===== config.mk =====
export PLATFORM = sky130hd
export DESIGN_NAME = game_tick_scheduler
export DESIGN_NICKNAME = d
export VERILOG_FILES = /design/src/rtl/game_tick_scheduler.sv
export SDC_FILE = /design/constraint.sdc
export NUM_CORES = 1
export LEC_CHECK = 0
export ABC_CLOCK_PERIOD_IN_PS = 6200
export CAP_MARGIN = 0
export CORE_MARGIN = 10
export CORE_UTILIZATION = 30
export DETAILED_ROUTE_END_ITERATION = 10
export PLACE_DENSITY_LB_ADDON = 0.08
export SLEW_MARGIN = 20
export SYNTH_ARGS = -nofsm -noshare
export SYNTH_HDL_FRONTEND = slang
export SYNTH_SLANG_ARGS = --single-unit

===== constraint.sdc =====
create_clock -name clock -period 6.2 [get_ports clock]
set_clock_uncertainty 0.2 [all_clocks]
set_input_delay 1.24 -clock clock [delete_from_list [all_inputs] [get_ports clock]]
set_output_delay 1.24 -clock clock [all_outputs]
set_load 0.05 [all_outputs]

===== src/rtl/game_tick_scheduler.sv =====
// Tick controller for the game logic: free-running divider gated by an IDLE/RUN/PAUSE/STEP FSM.
// Optional feature macro: TICK_SCHED_SPEEDUP_EN enables the speed_up input and the speed_level shortening.
module game_tick_scheduler #(
    parameter int NUM_CH      = 3,
    parameter int CNT_W       = 32,
    parameter int DEFAULT_TAP = 23,
    parameter int MIN_TAP     = 1,
    parameter int MAX_SPEED   = 4,
    localparam int CH_W       = $clog2(NUM_CH),
    localparam int TAP_W      = $clog2(CNT_W),
    localparam int SPD_W      = $clog2(MAX_SPEED + 1)
) (
    input  logic              clock,
    input  logic              reset,
    input  logic              start,
    input  logic              pause,
    input  logic              step,
    input  logic              stop,
    input  logic              speed_up,
    input  logic              cfg_wr,
    input  logic [CH_W-1:0]   cfg_ch,
    input  logic [TAP_W-1:0]  cfg_tap,
    output logic [NUM_CH-1:0] tick,
    output logic              running,
    output logic [SPD_W-1:0]  speed_level,
    output logic [CNT_W-1:0]  count
);

    typedef enum logic [1:0] {
        S_IDLE,
        S_RUN,
        S_PAUSE,
        S_STEP
    } state_e;

    state_e             state_q, state_d;
    logic [CNT_W-1:0]   count_q, count_d;
    logic [NUM_CH-1:0]  tick_q, tick_d;
    logic               running_q, running_d;
    logic [SPD_W-1:0]   speed_q, speed_d;
    logic [TAP_W-1:0]   tap_q [NUM_CH];
    logic [TAP_W-1:0]   tap_d [NUM_CH];
    logic [TAP_W-1:0]   tap_wr;

    // Effective tap: stored tap lowered by the speed level, floored at MIN_TAP.
    function automatic logic [TAP_W-1:0] eff_tap(input logic [TAP_W-1:0] tap,
                                                  input logic [SPD_W-1:0] spd);
        int t;
        t = int'(tap) - int'(spd);
        if (t < MIN_TAP) t = MIN_TAP;
        return TAP_W'(t);
    endfunction

    // True when cnt[e:0] == 2^e; one extra bit keeps the mask exact for e = CNT_W-1.
    function automatic logic tap_hit(input logic [CNT_W-1:0] cnt,
                                     input logic [TAP_W-1:0] e);
        logic [CNT_W:0] one;
        logic [CNT_W:0] mask;
        one  = (CNT_W + 1)'(1) << e;
        mask = (one << 1) - (CNT_W + 1)'(1);
        return ({1'b0, cnt} & mask) == one;
    endfunction

    always_comb begin
        // NOTE: every combinational output gets a default first so no path leaves it unassigned (no latch).
        state_d = state_q;
        if (stop) begin
            state_d = S_IDLE;
        end else begin
            case (state_q)
                S_IDLE:  if (start) state_d = S_RUN;
                S_RUN:   if (pause) state_d = S_PAUSE;
                S_PAUSE: begin
                    if (start)     state_d = S_RUN;
                    else if (step) state_d = S_STEP;
                end
                S_STEP:  state_d = S_PAUSE;
                default: state_d = S_IDLE;
            endcase
        end
    end

    always_comb begin
        count_d   = count_q;
        tick_d    = '0;
        running_d = (state_d == S_RUN);
        if (state_d == S_IDLE) begin
            count_d = '0;
        end else if (state_q == S_RUN && state_d == S_RUN) begin
            // Ticks are judged on the incremented count so they line up with the registered count.
            count_d = count_q + 1'b1;
            for (int i = 0; i < NUM_CH; i++) begin
                tick_d[i] = tap_hit(count_d, eff_tap(tap_q[i], speed_q));
            end
        end else if (state_d == S_STEP) begin
            tick_d = '1;
        end
    end

`ifdef TICK_SCHED_SPEEDUP_EN
    always_comb begin
        speed_d = speed_q;
        if (speed_up && speed_q != SPD_W'(MAX_SPEED)) speed_d = speed_q + 1'b1;
    end
`else
    logic unused_speed_up;
    assign unused_speed_up = speed_up;

    always_comb begin
        speed_d = '0;
    end
`endif

    always_comb begin
        tap_wr = (int'(cfg_tap) > CNT_W - 1) ? TAP_W'(CNT_W - 1) : cfg_tap;
        tap_d  = tap_q;
        if (cfg_wr && int'(cfg_ch) < NUM_CH) tap_d[cfg_ch] = tap_wr;
    end

    // NOTE: sequential state uses non-blocking assignments so every register samples pre-edge values.
    always_ff @(posedge clock) begin
        if (reset) begin
            state_q   <= S_IDLE;
            count_q   <= '0;
            tick_q    <= '0;
            running_q <= 1'b0;
            speed_q   <= '0;
            // NOTE: the tap table is small and has a defined power-up value, so it is reset like any register.
            for (int i = 0; i < NUM_CH; i++) begin
                tap_q[i] <= TAP_W'(DEFAULT_TAP);
            end
        end else begin
            state_q   <= state_d;
            count_q   <= count_d;
            tick_q    <= tick_d;
            running_q <= running_d;
            speed_q   <= speed_d;
            tap_q     <= tap_d;
        end
    end

    assign tick        = tick_q;
    assign running     = running_q;
    assign speed_level = speed_q;
    assign count       = count_q;

endmodule


==> out/metrics.cfg <==
[die]
core_area_sq_um=22700
chipWidth_um=172
die_y_um=172
die-area_sq_um=29600
num_rows=55
start_util_pct=30.5
num_io_pins=54

[cells_and_area]
stdcell_area_sq_um=7750
area_growth_pct=11.8
drive_above_1_share_pct=6.36
register_area_sq_um=1060
stdcell_count=1307
fillers=2523
design.final.nets=1040
multi_input_area_sq_um=5420
antenna_cells=0

[clock_network]
cts_tree=built
cts_resized=0
clock_latency_ns=0.32
root_buffer=clkbuf_16
cts_made_buffers=5
postCtsSetupBuffers=0
cts_buffer_depth=2
path_clk_slew_ns=0.08
ctsHtreeMaxLevel=2
cts_sinks=53
holdBufCountCts=0

[timing]
fin_setup_tns_ns=0
fin_crit_ns=4.65
tightest_slew_ns=1.25
drv_slew=0
fmax_mhz=215
fin_crit_sh_pct=75.1
relSlewSlack_pct=15.8
grt_setup_unrepaired=false
final-setup-viol-count=0
finalHoldViolations=0

[power_and_ir_drop]
power.leakage_nw=2.51
p_total_mw=0.853
pwr_density_cell_nw_per_um2=110
max-vdd-ir-drop_mv=0.0737

[global_route]
grt_remaining_overflow=0
first_global_vias=7517
antenna_found_initial=0
grt_pass1_wl_um=49500
grtUsageTotal_pct=21.9
grt_max_degree=37

[routing]
drc=0
drt_iter0_markers=1172
drtPass1Iterations=6
via_per_inst=6.34
num_vias=8291
postRouteWirelength_um=33200
ant_nets=0
wl_per_cell_um=25.4

[worst_setup_path]
slowest_stage=nor4_1
critPathRequiredTime_ns=6.22
start_kind=flop
worstPathCellList=nor4_1 -> inv_1 -> ha_1 -> nor2b_1 -> a22oi_1 -> o32a_1 -> a21oi_1 -> o32ai_1 -> o21ai_0 -> nand4_1 -> o31ai_1
end_kind=flop
rrSetupSlack_ns=1.55
cp_num_cells=11
crit_fanout=30
path_class=flop to flop
cp_num_buf_inv=1
r2r_cells=11
worstPathArrival_ns=4.67
cpPeakStageDelay_ns=0.85
crit_family=simple AND/OR/NAND/NOR gates

[place]
dp.cells=1299
gp_congestion=0.990
placed_area_sq_um=7590
dp_hpwl_um=24200
portBuffers=49

[synth]
synthCells=1034
avgSynthCellArea_sq_um=6.70
synthArstFlopShare_pct=0
synth_commonest_cells=nor2_1 (105), nand2_1 (87), clkbuf_1 (78), o21ai_0 (71), nand3_1 (54)
synth_top_flop_cell=dfxtp_1
seq_area_frac_synth_pct=15.3
synth-warning-count=0
synth_top_area_share_pct=15.3
synth_top_cells_by_area=dfxtp_1 (15%), nor2_1 (5.7%), o21ai_0 (5.1%), nand2_1 (4.7%), clkbuf_1 (4.2%)
synth_cell_types=79
synth_edf_count=0
synth_area_sq_um=6930
synth_seq_cells=53
synth_top_area_cell=dfxtp_1
yosysMostFrequentCell=nor2_1

[worst_hold_path]
whs_path_depth=2
hp-class=flop to flop

[job]
cap_violations=0

[status]
outcome=complete, no violations

per-stage QoR:
step           setup slack [ns]  util, %  hold slack, ns
2_1_floorplan              2.48        -           0.317
6_report                   1.55     34.1           0.369
4_1_cts                    1.69     34.1           0.369
5_1_grt                    1.25     34.1           0.418
3_5_place_dp               1.42     33.4           0.354
3_3_place_gp               1.42     33.4           0.334
cells in the final DEF (no fill, tap or decap), types with 20 or more instances in the layout:
cell type and count:
clkdlybuf4s50_1 49, a21oi_1 46, nand4_1 27, nor2_1 105, nand2_1 87, nand3_1 54
xnor2_1 32, nor3_1 41, dfxtp_1 53, buf_4 25, o21ai_0 71, xor2_1 20
tightest hold or removal path, delay by kind of cell (launching register included):
kind               cells  cell delay, ns
AOI/OAI and AO/OA      2            0.16
DFF                    1            0.37
registers in the layout, indices dropped and copies added, names as in the netlist:
name / cells
running: 1
tick: 3
count: 32
tap_q: 15
state_q: 2
layout make-up:
class	count	share of cell area [%]
multi-input cells	867	70.0
repair buffers	74	8.75
clock buffers	5	1.61
clock inverters	3	0.436
inverters	20	0.968
flip-flops and latches	53	13.7
well taps	285	4.60
path summary, 6_finish.rpt:
check | start | to
max | tap_q[1]$_SDFFE_PP1P_ | tick[2]$_SDFF_PP0_
max reg2reg | tap_q[1]$_SDFFE_PP1P_ | tick[2]$_SDFF_PP0_
min | count[29]$_SDFFE_PP0P_ | count[29]$_SDFFE_PP0P_
min reg2reg | count[29]$_SDFFE_PP0P_ | count[29]$_SDFFE_PP0P_
per-layer routing:
| layer | GRT usage, % | wire (um) | share of wire, % |
|---|---|---|---|
| met4 | 7.35 | 1190 | 3.6 |
| met3 | 2.96 | 2850 | 8.6 |
| met1 | 30.5 | 14700 | 44 |
| met2 | 33.8 | 14400 | 44 |
| met5 | 0 | 0 | 0 |
logic make-up (layout without fill, tap and decap cells):
| logic type | Yosys count | in the layout | share of synthesized area, % |
|---|---|---|---|
| AND/OR/NAND/NOR | 481 | 481 | 36.7 |
| AO/OA/AOI/OAI | 300 | 300 | 29.9 |
| buffers and inverters | 118 | 102 | 6.95 |
| XOR/XNOR | 53 | 53 | 6.89 |
| flip-flops | 53 | 53 | 15.3 |
| multiplexers | 23 | 23 | 3.41 |
| adder cells (fa/ha/maj) | 4 | 4 | 0.722 |
| other | 2 | 6 | 0.108 |
report_power, final:
| part | internal [mW] | switching, mW | total, mW |
|---|---|---|---|
| clock network | 0.156 | 0.161 | 0.317 |
| registers | 0.345 | 0.00806 | 0.353 |
| logic | 0.0610 | 0.122 | 0.183 |
No activity file was read; power rests on OpenSTA's default activity.
